--- config.mk ---
export PLATFORM = sky130hd
export DESIGN_NAME = memory_access_unit
export DESIGN_NICKNAME = d
export VERILOG_FILES = /design/src/rtl/memory_access_unit.sv
export SDC_FILE = /design/constraint.sdc
export NUM_CORES = 1
export LEC_CHECK = 0
export CAP_MARGIN = 20
export CORE_AREA = 5 5 85 146
export DETAILED_ROUTE_END_ITERATION = 16
export DIE_AREA = 0 0 90 151
export GPL_TIMING_DRIVEN = 0
export HOLD_SLACK_MARGIN = 0.1
export PLACE_DENSITY = 0.79
export SETUP_SLACK_MARGIN = 0.2
export SYNTH_ARGS = -nofsm -noshare
export SYNTH_HDL_FRONTEND = slang
export SYNTH_SLANG_ARGS = --single-unit
export TNS_END_PERCENT = 5
--- constraint.sdc ---
create_clock -name clock -period 5.35 [get_ports clock]
set_input_delay 1.07 -clock clock [delete_from_list [all_inputs] [get_ports clock]]
set_output_delay 1.07 -clock clock [all_outputs]
set_load 0.01 [all_outputs]
--- src/rtl/memory_access_unit.sv ---
// Byte-serial memory port: moves 1/2/4-byte big-endian words between the datapath
// and an 8-bit data memory, issuing one byte access per memory cycle.
module memory_access_unit #(
  parameter int ADDR_WIDTH = 16,
  parameter int DATA_WIDTH = 32
) (
  input  logic                  clock,
  input  logic                  reset_n,
  input  logic                  Start,
  input  logic                  WR,
  input  logic [1:0]            Size,
  input  logic [ADDR_WIDTH-1:0] Address,
  input  logic [DATA_WIDTH-1:0] WrData,
  output logic                  Busy,
  output logic                  Done,
  output logic                  Err,
  output logic [DATA_WIDTH-1:0] RdData,
  output logic [ADDR_WIDTH-1:0] MemAddr,
  output logic                  MemCS,
  output logic                  MemWR,
  output logic [7:0]            MemDataOut,
  input  logic [7:0]            MemDataIn
);

  localparam int KW = $clog2(DATA_WIDTH / 8) + 1;

  typedef enum logic [1:0] {S_IDLE, S_ISSUE, S_CAPTURE, S_DONE} state_t;

  state_t                state_q, state_d;
  logic                  wr_q, wr_d;
  logic [KW-1:0]         n_q, n_d;
  logic [KW-1:0]         k_q, k_d;
  logic [ADDR_WIDTH-1:0] base_q, base_d;
  logic [DATA_WIDTH-1:0] wdata_q, wdata_d;
  logic [DATA_WIDTH-1:0] rd_data_q, rd_data_d;

  logic                  busy_q, busy_d;
  logic                  done_q, done_d;
  logic                  err_q, err_d;
  logic                  mem_cs_q, mem_cs_d;
  logic                  mem_wr_q, mem_wr_d;
  logic [ADDR_WIDTH-1:0] mem_addr_q, mem_addr_d;
  logic [7:0]            mem_dout_q, mem_dout_d;

  logic                  accept;
  logic                  last_byte;
  logic [KW-1:0]         byte_idx;
  logic [DATA_WIDTH-1:0] wdata_shift;

  assign accept    = (state_q == S_IDLE) && Start && (Size != 2'b11);
  assign last_byte = (k_q == n_q - KW'(1));

  // State register
  // NOTE: sequential state uses non-blocking assignments so every flop samples
  // the pre-edge value of every other flop, independent of statement order.
  always_ff @(posedge clock or negedge reset_n) begin
    if (!reset_n) state_q <= S_IDLE;
    else          state_q <= state_d;
  end

  // Next-state logic
  always_comb begin
    state_d = state_q;
    case (state_q)
      S_IDLE:    if (accept) state_d = S_ISSUE;
      S_ISSUE:   if (wr_q) state_d = last_byte ? S_DONE : S_ISSUE;
                 else      state_d = S_CAPTURE;
      S_CAPTURE: state_d = last_byte ? S_DONE : S_ISSUE;
      S_DONE:    state_d = S_IDLE;
      default:   state_d = S_IDLE;
    endcase
  end

  // Request latch, byte counter and read-data assembly
  // NOTE: every comb output starts from a default (hold) value, so no path can
  // leave a variable unassigned and infer a latch.
  always_comb begin
    wr_d      = wr_q;
    n_d       = n_q;
    k_d       = k_q;
    base_d    = base_q;
    wdata_d   = wdata_q;
    rd_data_d = rd_data_q;
    case (state_q)
      S_IDLE: if (accept) begin
        wr_d      = WR;
        base_d    = Address;
        wdata_d   = WrData;
        k_d       = '0;
        rd_data_d = '0;
        case (Size)
          2'b00:   n_d = KW'(1);
          2'b01:   n_d = KW'(2);
          default: n_d = KW'(4);
        endcase
      end
      S_ISSUE:   if (wr_q) k_d = k_q + KW'(1);
      S_CAPTURE: begin
        rd_data_d = {rd_data_q[DATA_WIDTH-9:0], MemDataIn};
        k_d       = k_q + KW'(1);
      end
      default: ;
    endcase
  end

  // Outputs are registered, so they are derived from the state being entered
  assign byte_idx    = n_d - KW'(1) - k_d;
  assign wdata_shift = wdata_d >> {byte_idx, 3'b000};

  always_comb begin
    busy_d     = (state_d != S_IDLE);
    done_d     = (state_d == S_DONE);
    err_d      = (state_q == S_IDLE) && Start && (Size == 2'b11);
    mem_cs_d   = (state_d == S_ISSUE);
    mem_wr_d   = mem_cs_d && wr_d;
    mem_addr_d = mem_addr_q;
    mem_dout_d = mem_dout_q;
    if (mem_cs_d) begin
      mem_addr_d = base_d + ADDR_WIDTH'(k_d);
      if (wr_d) mem_dout_d = wdata_shift[7:0];
    end
  end

  always_ff @(posedge clock or negedge reset_n) begin
    if (!reset_n) begin
      wr_q       <= 1'b0;
      n_q        <= '0;
      k_q        <= '0;
      base_q     <= '0;
      wdata_q    <= '0;
      rd_data_q  <= '0;
      busy_q     <= 1'b0;
      done_q     <= 1'b0;
      err_q      <= 1'b0;
      mem_cs_q   <= 1'b0;
      mem_wr_q   <= 1'b0;
      mem_addr_q <= '0;
      mem_dout_q <= '0;
    end else begin
      wr_q       <= wr_d;
      n_q        <= n_d;
      k_q        <= k_d;
      base_q     <= base_d;
      wdata_q    <= wdata_d;
      rd_data_q  <= rd_data_d;
      busy_q     <= busy_d;
      done_q     <= done_d;
      err_q      <= err_d;
      mem_cs_q   <= mem_cs_d;
      mem_wr_q   <= mem_wr_d;
      mem_addr_q <= mem_addr_d;
      mem_dout_q <= mem_dout_d;
    end
  end

  assign Busy       = busy_q;
  assign Done       = done_q;
  assign Err        = err_q;
  assign RdData     = rd_data_q;
  assign MemAddr    = mem_addr_q;
  assign MemCS      = mem_cs_q;
  assign MemWR      = mem_wr_q;
  assign MemDataOut = mem_dout_q;

endmodule

Word-level counts from Yosys, hierarchy flattened --
Cells that the tools add are included.
Operators by class: add/sub/neg operators 5, equal/unequal tests 10, shift operators 1, multiplexer cells 18, reductions and logical operators 10
Operator list (count):
- $mux 32 | 3
- $pmux 32 s2 | 1
- $mux 16 | 2
- $shr 32x6->8 | 1
- $add 16x3->16 | 1
- $mux 3 | 4
- $pmux 3 s3 | 1
- $eq 2x2->1 const B | 4
- $pmux 2 s4 | 1
- $eq 2x1->1 const B | 3
- $mux 2 | 3
- $pmux 3 s2 | 1
- $sub 3x1->3 const B | 2
- $logic_and 1x1->1 | 4
- $logic_not 2->1 | 2
- $ne 2x2->1 const B | 2
- $reduce_and 2->1 | 2
- $reduce_bool 2->1 | 2
- $add 3x1->3 const B | 1
- $eq 3x3->1 | 1
- $sub 3x3->3 | 1
- $mux 1 | 2
Word-level totals: bits in registers 118, bits of input ports 62, output and inout bits 61

Depth between registers and ports, before layout --
Gate-level depths: netlist of run 1.
depth in word-level cells 8, mapped depth 14, gate-level depth less buffers 12

Worst setup path before layout of run 1 --
Ideal clock, no wire load.
path type input -> register, start input Start, end register mem_dout_q[0], in the netlist MemDataOut[0], arrival 4098 ps, slack 1131 ps, cell stages on the path 9, buffers on the path 2, path through nor3b_1 -> nand2_1 -> clkbuf_1 -> a32oi_1 -> o21ai_0 -> fa_1 -> buf_1 -> mux4_2 -> a22o_1
RTL lines:
- from (decl) | line 9 | input logic Start,
- $logic_and 1x1->1 (2 in a row) | line 50 | assign accept = (state_q == S_IDLE) && Start && (Size != 2'b11);
- $mux 3 | line 85 | S_IDLE: if (accept) begin
- $pmux 3 s3 | line 84 | case (state_q)
- net k_d[1] | line 32 | logic [KW-1:0] k_q, k_d;
- $sub 3x3->3 | line 107 | assign byte_idx = n_d - KW'(1) - k_d;
- $shr 32x6->8 | line 108 | assign wdata_shift = wdata_d >> {byte_idx, 3'b000};
- to (signal assigned) | line 152 | mem_dout_q <= mem_dout_d;
- to (decl) | line 43 | logic [7:0] mem_dout_q, mem_dout_d;
The timed path passes the listed nets, and every way through them passes these cells. A chain may end at the register's enable or synchronous reset.

Worst setup path after layout of run 1 --
start input Start, end register mem_addr_q[15], in the netlist MemAddr[15]
On the way: cells in the longest elaborated chain, start to end 5
RTL lines:
- $logic_and 1x1->1 (2 in a row) | line 50
- $mux 16 | line 85
- $mux 16 | line 84
- net base_d[2] | line 33 | logic [ADDR_WIDTH-1:0] base_q, base_d;
- $add 16x3->16 | line 119 | mem_addr_d = base_d + ADDR_WIDTH'(k_d);
- to (signal assigned) | line 151 | mem_addr_q <= mem_addr_d;
- to (decl) | line 42 | logic [ADDR_WIDTH-1:0] mem_addr_q, mem_addr_d;
The timed path passes the listed nets, and every way through them passes these cells.

==> results of run 1 <==
[worst paths after layout]
path	cells past startpoint	startpoint	slack (ns)	end
max	14	Start	0.47	MemAddr[15]
min	2	MemAddr[10]	0.48	MemAddr[10]
max reg2reg	12	state_q[1]	1.21	MemAddr[15]
min reg2reg	2	MemAddr[10]	0.48	MemAddr[10]
max in group asynchronous	2	reset_n	4.09	wdata_q[14]
min in group asynchronous	1	reset_n	0.51	RdData[26]
[logic make-up after synthesis]
logic type               synth area share [%]
buffers and inverters                   3.057
adder cells (fa/ha/maj)                 2.099
XOR/XNOR                                3.605
flip-flops                              53.84
AO/OA/AOI/OAI                           10.97
AND/OR/NAND/NOR                         13.16
multiplexers                            13.26
[cell usage after synthesis, drive strengths merged, types with 3 or more instances]
cell type	number	share of area, %
nand4	7	0.80
mux2	45	9.2
a211oi	5	0.68
clkbuf	15	1.0
a32oi	4	0.78
xnor2	9	1.4
mux2i	4	0.73
nor3b	3	0.62
xor2	11	1.8
a21o	3	0.41
buf	10	1.1
a22o	9	1.4
nor2	7	0.52
nand3	12	1.1
mux4	8	3.3
a21oi	12	1.2
o21ai	51	4.7
o22ai	3	0.34
and3	6	0.68
ha	6	1.4
nand2	102	7.0
nor2b	4	0.46
inv	13	0.89
dfrtp	118	54
a31oi	3	0.34
[critical path, cell delays in order]
cell	delay [ns]
clkdlybuf4s50_1	0.52
or3b_1	0.48
nor2_2	0.21
buf_4	0.25
buf_6	0.19
clkbuf_1	0.46
nand2_1	0.11
nand2_1	0.09
ha_1	0.28
a21oi_1	0.49
nand2_1	0.29
a32oi_1	0.36
xnor2_1	0.10
mux2_2	0.27
[through the flow]
step	power, mW	hold WS (ns)	cell area, µm²	utilization [%]	cells
global placement	3.560	0.4603	6870	62.24	749
detailed placement	3.662	0.4736	6899	62.50	750
floorplan	2.841	0.4442	5484	-	495
global route	5.154	0.5119	7528	68.20	782
CTS	4.880	0.4879	7523	68.15	782
finish	4.842	0.4838	7528	68.20	782
[layer usage]
metal	vias up	share of wire, %
met1	2138	37
met2	166	54
met4	0	2.2
met3	24	5.9
li1	2028	-
met5	-	0
[state kept, by name (all words and copies together), names as in the netlist]
register and count:
MemCS 1, n_q 3, state_q 2, Busy 1
wr_q 1, RdData 32, wdata_q 32, Done 1
MemWR 1, Err 1, base_q 16, MemDataOut 8
k_q 3, MemAddr 16
[power by group]
part | internal, mW | leakage (nW) | switching, mW | total, mW
clock | 0.788 | 0.299 | 0.403 | 1.19
combinational | 1.09 | 1.43 | 1.03 | 2.12
sequential | 1.29 | 1.48 | 0.239 | 1.53
total | 3.16 | 3.21 | 1.68 | 4.84
[final cells by class]
class | count | area [µm²]
timing repair buffer | 123 | 1250
multi-input combinational | 339 | 2369
tap | 132 | 165.2
sequential | 118 | 2953
inverter | 13 | 48.80
fill | 828 | 3511
clock inverter | 13 | 180.2
clock buffer | 19 | 442.9
buffer | 25 | 120.1
==> results.tsv, run 1 <==
stage	metric	value	unit
sta	Final Worst Setup Slack	0.4696	ns
grt	antenna violations before repair	0	
sta	Tmin final	4.880	ns
detailed_routing	Antenna Violating Nets Remaining	0	
place	worst slack at placement	-0.3327	ns
worst_setup_path	CP required	5.64	ns
grt	busiest grt layer	met2	
logic_synthesis	Mapped Area	0.005484	mm²
sta	final critical-path share of the clock period	91.22	%
sta	max_slew headroom	39.59	%
sta	Hold Fails Final Rpt	0	
sta	setup TNS	0	ns
floorplan	initial core utilization	49.68	%
clocking	Post-CTS Setup Repair Bufs	0	
logic_synthesis	Syn Inst Count	495	
floorplan	area of the die	0.01359	mm²
grt	met1 Use GR	23.90	%
final_layout	layout net count	707	
logic_synthesis	syn_nets	565	
clocking	H-tree depth	4	
detailed_routing	Routed WL	14340	µm
worst_hold_path	Hold Crit Class	flop to flop	
logic_synthesis	post-synthesis register bit count	118	
grt	met2 usage	39.85	%
detailed_routing	drt wl/cell	18.33	µm
final_layout	Area growth, synth to finish	37.28	%
logic_synthesis	average size of a mapped cell	11.08	µm²
floorplan	Die Span Y	151	µm
worst_setup_path	Worst Path Max Fanout	10	
place	post-detailed-placement half-perimeter wirelength	10660	µm
sta	Setup violations, final	0	
worst_setup_path	WP data arrival	5.17	ns
grt	Total GRT Usage	21.95	%
power_and_ir_drop	VDD IR max	0.3927	mV
power_and_ir_drop	Power per Cell Area	643.1	mW/mm²
final_layout	most frequent cells in the layout	121 x clkdlybuf4s50_1, 118 x dfrtp_1, 102 x nand2_1	
sta	Final Max Tran Viols	0	
clocking	TritonCTS Buffers	17	
sta	RSZ-0062 raised after global routing	false	
place	Port Buf Inserts	122	
detailed_routing	Detailed Route Iter0 Violations	278	
grt	pin count of the biggest net entering global routing	96	
detailed_routing	DRC errors left	0	
sta	Max Fclk	204.9	MHz
run	# Max-Cap Violations	0	
clocking	cts hold-fix bufs	0	
floorplan	# IOs	123	
final_layout	most common cell after layout, fill and taps aside	clkdlybuf4s50_1	
clocking	register clock-pin slew on the reported worst setup and hold paths	0.06	ns
logic_synthesis	ys async rst share	100.0	%
detailed_routing	via count	4356	
power_and_ir_drop	leakage power	3.208	nW
grt	GR Layer Usage met3	6.113	%
floorplan	area of the core	0.01104	mm²
clocking	post-cts resize count	1	
outcome	status	complete, no violations	
worst_setup_path	CP Class	input port to flop	
final_layout	ANT cells	0	
logic_synthesis	Seq/Total Area, Yosys	53.84	%
clocking	CTS Buffer Depth	2	
worst_setup_path	CP startpoint kind	input port	
floorplan	die width	90	µm
grt	vias in the first global route	4706	
logic_synthesis	ys flop type	dfrtp_1	
clocking	clock sinks	118	
detailed_routing	drt via density	5.570	
grt	global-route wire length before repair	23690	µm
clocking	Worst-Skew Late Latency	0.41	ns
detailed_routing	drt pass-1 iters	5	
final_layout	share of cells above drive strength 1	15.85	%
sta	Slew @ Worst Pin	0.8966	ns
floorplan	Rows	51	
logic_synthesis	synth unique cells	52	
place	Final GP Congestion	0.8846	
grt	total gr overflow	0	
logic_synthesis	Synth Warn #	0	
clocking	clk root buf	clkbuf_16	
logic_synthesis	Post-synth EDFFs	0	
worst_setup_path	Worst Setup End Kind	flop	
clocking	CTS tree	done	
sta	Layout Skew	0.007624	ns
No activity file was read; power rests on OpenSTA's default activity.
==> inputs of run 2 (changes only) <==
Settings changed: ABC_AREA set to 1, CORE_AREA 5 5 85 146 to 5 5 85 145, DIE_AREA 0 0 90 151 to 0 0 90 150, PLACE_DENSITY 0.79 to 0.78.
==> results.tsv, run 2 <==
stage	metric	value	unit	change
grt	global-route wire length before repair	24000	µm	+1.3%
detailed_routing	Antenna Violating Nets Remaining	0		unchanged
clocking	clk root buf	clkbuf_16		
sta	Layout Skew	0.007602	ns	-0.00002201 ns
final_layout	Design Area, Final	0.007335	mm²	-2.6%
power_and_ir_drop	Power per Cell Area	683.8	mW/mm²	+6.3%
place	area post-placement	0.006755	mm²	-2.1%
floorplan	Rows	51		unchanged
place	worst slack at placement	0.8197	ns	+1.152 ns
clocking	CTS tree	done		
detailed_routing	Detailed Route Iter0 Violations	230		-17%
worst_setup_path	CP required	5.65	ns	about the same
power_and_ir_drop	total power	5.015	mW	+3.6%
power_and_ir_drop	Internal	2.864	mW	-9.5%
final_layout	most common cell after layout, fill and taps aside	nand2_1		
logic_synthesis	ys async rst share	100.0	%	unchanged
floorplan	initial core utilization	48.41	%	-1.3 points
worst_setup_path	CP startpoint kind	input port		
power_and_ir_drop	leakage power	3.631	nW	+13%
final_layout	most frequent cells in the layout	228 x nand2_1, 121 x clkdlybuf4s50_1, 118 x dfrtp_1		
sta	Final Worst Setup Slack	1.215	ns	+0.7454 ns
worst_setup_path	Worst Path Max Fanout	10		unchanged
clocking	Post-CTS Setup Repair Bufs	0		unchanged
sta	Slew @ Worst Pin	0.5749	ns	-0.3218 ns
worst_setup_path	Worst R2R End	MemDataOut[2]		
detailed_routing	Routed WL	14700	µm	+2.6%
power_and_ir_drop	Gate power share	49.3	%	+5.4 points
clocking	cts hold-fix bufs	0		unchanged
worst_setup_path	r2r setup slk	2.09	ns	+0.88 ns
logic_synthesis	Synth area leader	dfrtp_1		
worst_hold_path	Hold Path Origin	wdata_q[20]		
logic_synthesis	top cells by instance count after synthesis	228 x nand2_1, 118 x dfrtp_1, 58 x inv_1		
final_layout	layout net count	822		+16%
floorplan	die width	90	µm	unchanged
clocking	register clock-pin slew on the reported worst setup and hold paths	0.06	ns	about the same
sta	Hold Fails Final Rpt	0		unchanged
place	post-detailed-placement half-perimeter wirelength	10800	µm	+1.3%
run	# Max-Cap Violations	0		unchanged
floorplan	area of the core	0.01104	mm²	unchanged
sta	Max Fclk	241.8	MHz	+18%
clocking	CTS Buffer Depth	2		unchanged
sta	setup TNS	0	ns	unchanged
worst_hold_path	hold path cells	2		unchanged
sta	WHS	0.4789	ns	-0.004891 ns
final_layout	share of cells above drive strength 1	9.804	%	-6.0 points
worst_setup_path	R2R depth	16		+4
logic_synthesis	Syn Inst Count	610		+23%
place	Final GP Congestion	0.8955		+1.2%
final_layout	Finished Layout Cells	897		+15%
sta	final critical-path share of the clock period	77.29	%	-14 points
logic_synthesis	synth top area cells	dfrtp_1 55%, nand2_1 16%, nand3_1 5.2%		
power_and_ir_drop	Sequential Power Share	28.5	%	-3.0 points
sta	Tmin final	4.135	ns	-0.7454 ns
power_and_ir_drop	VDD IR max	0.3501	mV	-11%
grt	vias in the first global route	4898		+4.1%
worst_setup_path	WP data arrival	4.43	ns	-0.74 ns
grt	antenna violations before repair	0		unchanged
logic_synthesis	Post-synth EDFFs	0		unchanged
grt	total gr overflow	0		unchanged
logic_synthesis	Seq/Total Area, Yosys	55.26	%	+1.4 points
final_layout	ANT cells	0		unchanged
clocking	Worst-Skew Late Latency	0.41	ns	about the same
floorplan	area of the die	0.01350	mm²	-0.66%
floorplan	# IOs	123		unchanged
floorplan	Die Span Y	150	µm	-0.66%
logic_synthesis	Synth top area share	55.26	%	+1.4 points
sta	RSZ-0062 raised after global routing	false		
logic_synthesis	synth unique cells	32		-38%
clocking	TritonCTS Buffers	17		unchanged
logic_synthesis	ys flop type	dfrtp_1		
logic_synthesis	most common cell in the netlist	nand2_1		
grt	pin count of the biggest net entering global routing	75		-22%
detailed_routing	drt via density	5.259		-5.6%
power_and_ir_drop	P_sw	2.152	mW	+28%
clocking	H-tree depth	4		unchanged
power_and_ir_drop	Net Sw Frac	42.90	%	+8.3 points
logic_synthesis	Synth Warn #	0		unchanged
detailed_routing	drt wl/cell	16.39	µm	-11%
outcome	status	complete, no violations		
detailed_routing	DRC errors left	0		unchanged
sta	max_slew headroom	61.68	%	+22 points
worst_setup_path	R2R Path Start	state_q[1]		
logic_synthesis	syn_nets	680		+20%
sta	Setup violations, final	0		unchanged
worst_setup_path	Worst Setup End Kind	flop		
logic_synthesis	average size of a mapped cell	8.760	µm²	-21%
grt	Total GRT Usage	22.23	%	+0.27 points
worst_setup_path	CP Class	input port to flop		
power_and_ir_drop	Clk network pwr share	22.1	%	-2.5 points
detailed_routing	drt pass-1 iters	6		+1
clocking	clock sinks	118		unchanged
place	Inst Count DP	865		+15%
detailed_routing	via count	4717		+8.3%
clocking	post-cts resize count	0		-1
final_layout	final core occ	66.44	%	-1.8 points
logic_synthesis	Mapped Area	0.005344	mm²	-2.6%
final_layout	Area growth, synth to finish	37.25	%	about the same
worst_hold_path	Hold Crit Class	flop to flop		
worst_hold_path	Hold EP	wdata_q[20]		
logic_synthesis	post-synthesis register bit count	118		unchanged
place	Port Buf Inserts	122		unchanged
sta	Final Max Tran Viols	0		unchanged
[run 2: changes by cell type after synthesis, moves of 10 or more]
cell / before / now
mux2_2: 45 / 0
o211ai_1: 1 / 16
inv_1: 12 / 58
a21oi_1: 11 / 1
nand3_1: 12 / 55
o22ai_1: 3 / 25
nand2_1: 102 / 228
o21ai_0: 51 / 13
[run 2: cell families (layout without fill, tap and decap cells)]
kind of cell               count (synthesis)  in the layout  synth area share, %
DFF                                      118            118                55.26
and+or+nand+nor                          324            324                26.11
xor gates and xnor gates                   9              9                1.475
AOI/OAI and AO/OA                         62             62                7.633
buffers and inverters                     89            244                7.375
adders and majority gates                  8              8                2.154
[run 2: per-layer routing]
layer	up-vias	GRT usage, %	wire, µm
met5	-	0	0
li1	2253	-	-
met3	49	4.879	690
met2	187	39.11	7819
met1	2228	24.55	5514
met4	0	12.74	679
[run 2: layout make-up]
class                   instances  area [µm²]
inverters                      62       234.0
multi-input cells             403        1997
clock inverters                15       153.9
repair buffers                123        1246
fillers                       862        3705
well taps                     132       165.2
plain buffers                  27       160.2
clock buffers                  17       425.4
flip-flops and latches        118        2953
[run 2: power by group through the flow]
stage                     logic, mW  clock network, mW  registers (mW)
after global placement         2.39                  0            1.43
after CTS                      2.49               1.12            1.43
after detailed placement       2.46                  0            1.44
after floorplan                1.46                  0            1.48
after global routing           2.73               1.17            1.47
final                          2.47               1.11            1.43
[run 2: worst max path at each step]
stage                  from            end  depth (start not counted)
finish              Size[1]  MemDataOut[2]                         17
global route        Size[1]  MemDataOut[7]                         17
CTS                 Size[1]  MemDataOut[2]                         17
detailed placement  Size[1]  MemDataOut[2]                         17
global placement    reset_n     MemAddr[7]                          1
floorplan           Size[0]  MemDataOut[0]                         16
[run 2: critical path, cell delays in order]
cell	delay, ns
clkdlybuf4s50_1	0.56
nand2_2	0.11
nand3_2	0.10
buf_6	0.15
clkinv_2	0.10
buf_6	0.16
buf_4	0.18
o22ai_1	0.20
ha_1	0.17
inv_1	0.05
fa_1	0.47
clkbuf_1	0.40
inv_1	0.28
o211ai_1	0.16
nand2_1	0.12
nand3_1	0.09
nand2_1	0.06
==> edit (flow settings as in run 2) <==
Register the output `RdData` once more, without a reset; this adds one clock of latency there. The other outputs are not delayed to match.
--- a/src/rtl/memory_access_unit.sv
+++ b/src/rtl/memory_access_unit.sv
@@ -156,7 +156,9 @@
   assign Busy       = busy_q;
   assign Done       = done_q;
   assign Err        = err_q;
-  assign RdData     = rd_data_q;
+  always_ff @(posedge clock) begin
+    RdData <= rd_data_q;
+  end
   assign MemAddr    = mem_addr_q;
   assign MemCS      = mem_cs_q;
   assign MemWR      = mem_wr_q;
Behaviour: not the same (a bounded check fails within 4 cycles, from zero or initial values and one cycle with reset_n low).
==> edit against run 2 <==
Via count grew 5.0%; routed wire length grew 7.6%; total power is 11% higher; worst hold slack worse by 110 ps; first-iteration DRC count rose by 17%; sequential cell count increased by 32; sequential power increased by 26%; worst setup slack better by 73 ps; die area unchanged; design area up 10%; synthesized area up 13%; critical endpoint is now MemDataOut[3]$_DFFE_PN0P_.
==> edit: results (changes against run 2) <==
status: finished clean (unchanged)
Area contributors post-synth: dfrtp_1 (49%), nand2_1 (14%), dfxtp_1 (11%) (was dfrtp_1 (55%), nand2_1 (16%), nand3_1 (5.2%))
sequential-to-total area share from yosys stat: 0.593 (was 0.553)
Met2 Routed Length: 8440 µm (was 7820 µm)
met3 usage: 0.0634 (was 0.0488)
Async SR Flop Fraction: 0.787 (was 1.00)
met2 Use GR: 0.438 (was 0.391)
synthesized instance count: 639 (was 610)
placed cell count: 894 (was 865)
Net Count, Synth: 709 (was 680)
layout cells sized above 1: 0.110 (was 0.0980)
Slew @ Worst Pin: 538 ps (was 575 ps)
VDD IR max: 0.000452 V (was 0.000350 V)
DR WL met3: 909 µm (was 690 µm)
largest net degree at the start of global routing: 90 (was 75)
worst slack at placement: 911 ps (was 820 ps)
R2R cell count: 14 (was 16)
drt total wl: 15800 µm (was 14700 µm)
Layout Skew: 10.6 ps (was 7.60 ps)
first-pass GRT wire length: 26200 µm (was 24000 µm)
grt met1 use: 0.266 (was 0.245)
Commonest cells post-synth: nand2_1 (218), dfrtp_1 (118), inv_1 (56) (was nand2_1 (228), dfrtp_1 (118), inv_1 (58))
gpl congestion: 0.893 (was 0.896)
LEAKAGE: 3.91 nW (was 3.63 nW)
Initial DRC Count: 269 (was 230)
Vias: 4954 (was 4717)
flop-to-flop setup slack: 2140 ps (was 2090 ps)
Nets: 851 (was 822)
critical path arrival: 4360 ps (was 4430 ps)
Distinct cells, synth: 36 (was 32)
vias in the first global route: 5361 (was 4898)
Pre-antenna DRT Iters: 5 (was 6)
YS warnings: 0 (unchanged)
Post-DP HPWL: 11600 µm (was 10800 µm)
aggregate global-route resource usage: 0.244 (was 0.222)
dpl cell area: 0.00747 mm² (was 0.00676 mm²)
final worst path period share: 0.759 (was 0.773)
WL met1: 5800 µm (was 5510 µm)
[edit: cell count changes in the layout (fill, tap and decap cells not counted), sizes merged]
cell	change
dfxtp	+32
inv	-5
clkinv	+3
a21oi	+1
buf	-1
clkbuf	+1
clkinvlp	-1
nand3	+1
nor2	-1
o21ai	-1
[edit: where the power goes]
part,switching [mW],internal (mW)
Clock,0.511,0.690
Sequential,0.195,1.60
Combinational,1.57,1.02
[edit: kinds of logic (layout without fill, tap and decap cells)]
family / count (synthesis) / after routing / share of synthesized area
AND/OR/NAND/NOR: 324 / 324 / 0.242
flip-flops: 150 / 150 / 0.593
buffers and inverters: 86 / 241 / 0.0677
AO/OA/AOI/OAI: 62 / 62 / 0.0653
XOR/XNOR: 9 / 9 / 0.0130
adder cells (fa/ha/maj): 8 / 8 / 0.0190
[edit: final cells by class]
class / instances / area, µm²
sequential: 150 / 3590
fill: 818 / 2960
multi-input combinational: 403 / 2050
timing repair buffer: 123 / 1250
clock buffer: 18 / 450
inverter: 60 / 234
buffer: 26 / 176
tap: 132 / 165
clock inverter: 14 / 155
[edit: how the worst min path moves through the flow]
stage,start,endpoint,slack (ps),cells after the start
6_report,rd_data_q[1]$_DFFE_PN0P_,RdData[1]$_DFF_P_,370,0
5_1_grt,rd_data_q[17]$_DFFE_PN0P_,RdData[17]$_DFF_P_,380,0
4_1_cts,rd_data_q[1]$_DFFE_PN0P_,RdData[1]$_DFF_P_,370,0
3_5_place_dp,rd_data_q[28]$_DFFE_PN0P_,RdData[28]$_DFF_P_,360,0
3_3_place_gp,rd_data_q[27]$_DFFE_PN0P_,RdData[27]$_DFF_P_,350,0
2_1_floorplan,rd_data_q[0]$_DFFE_PN0P_,RdData[0]$_DFF_P_,350,0
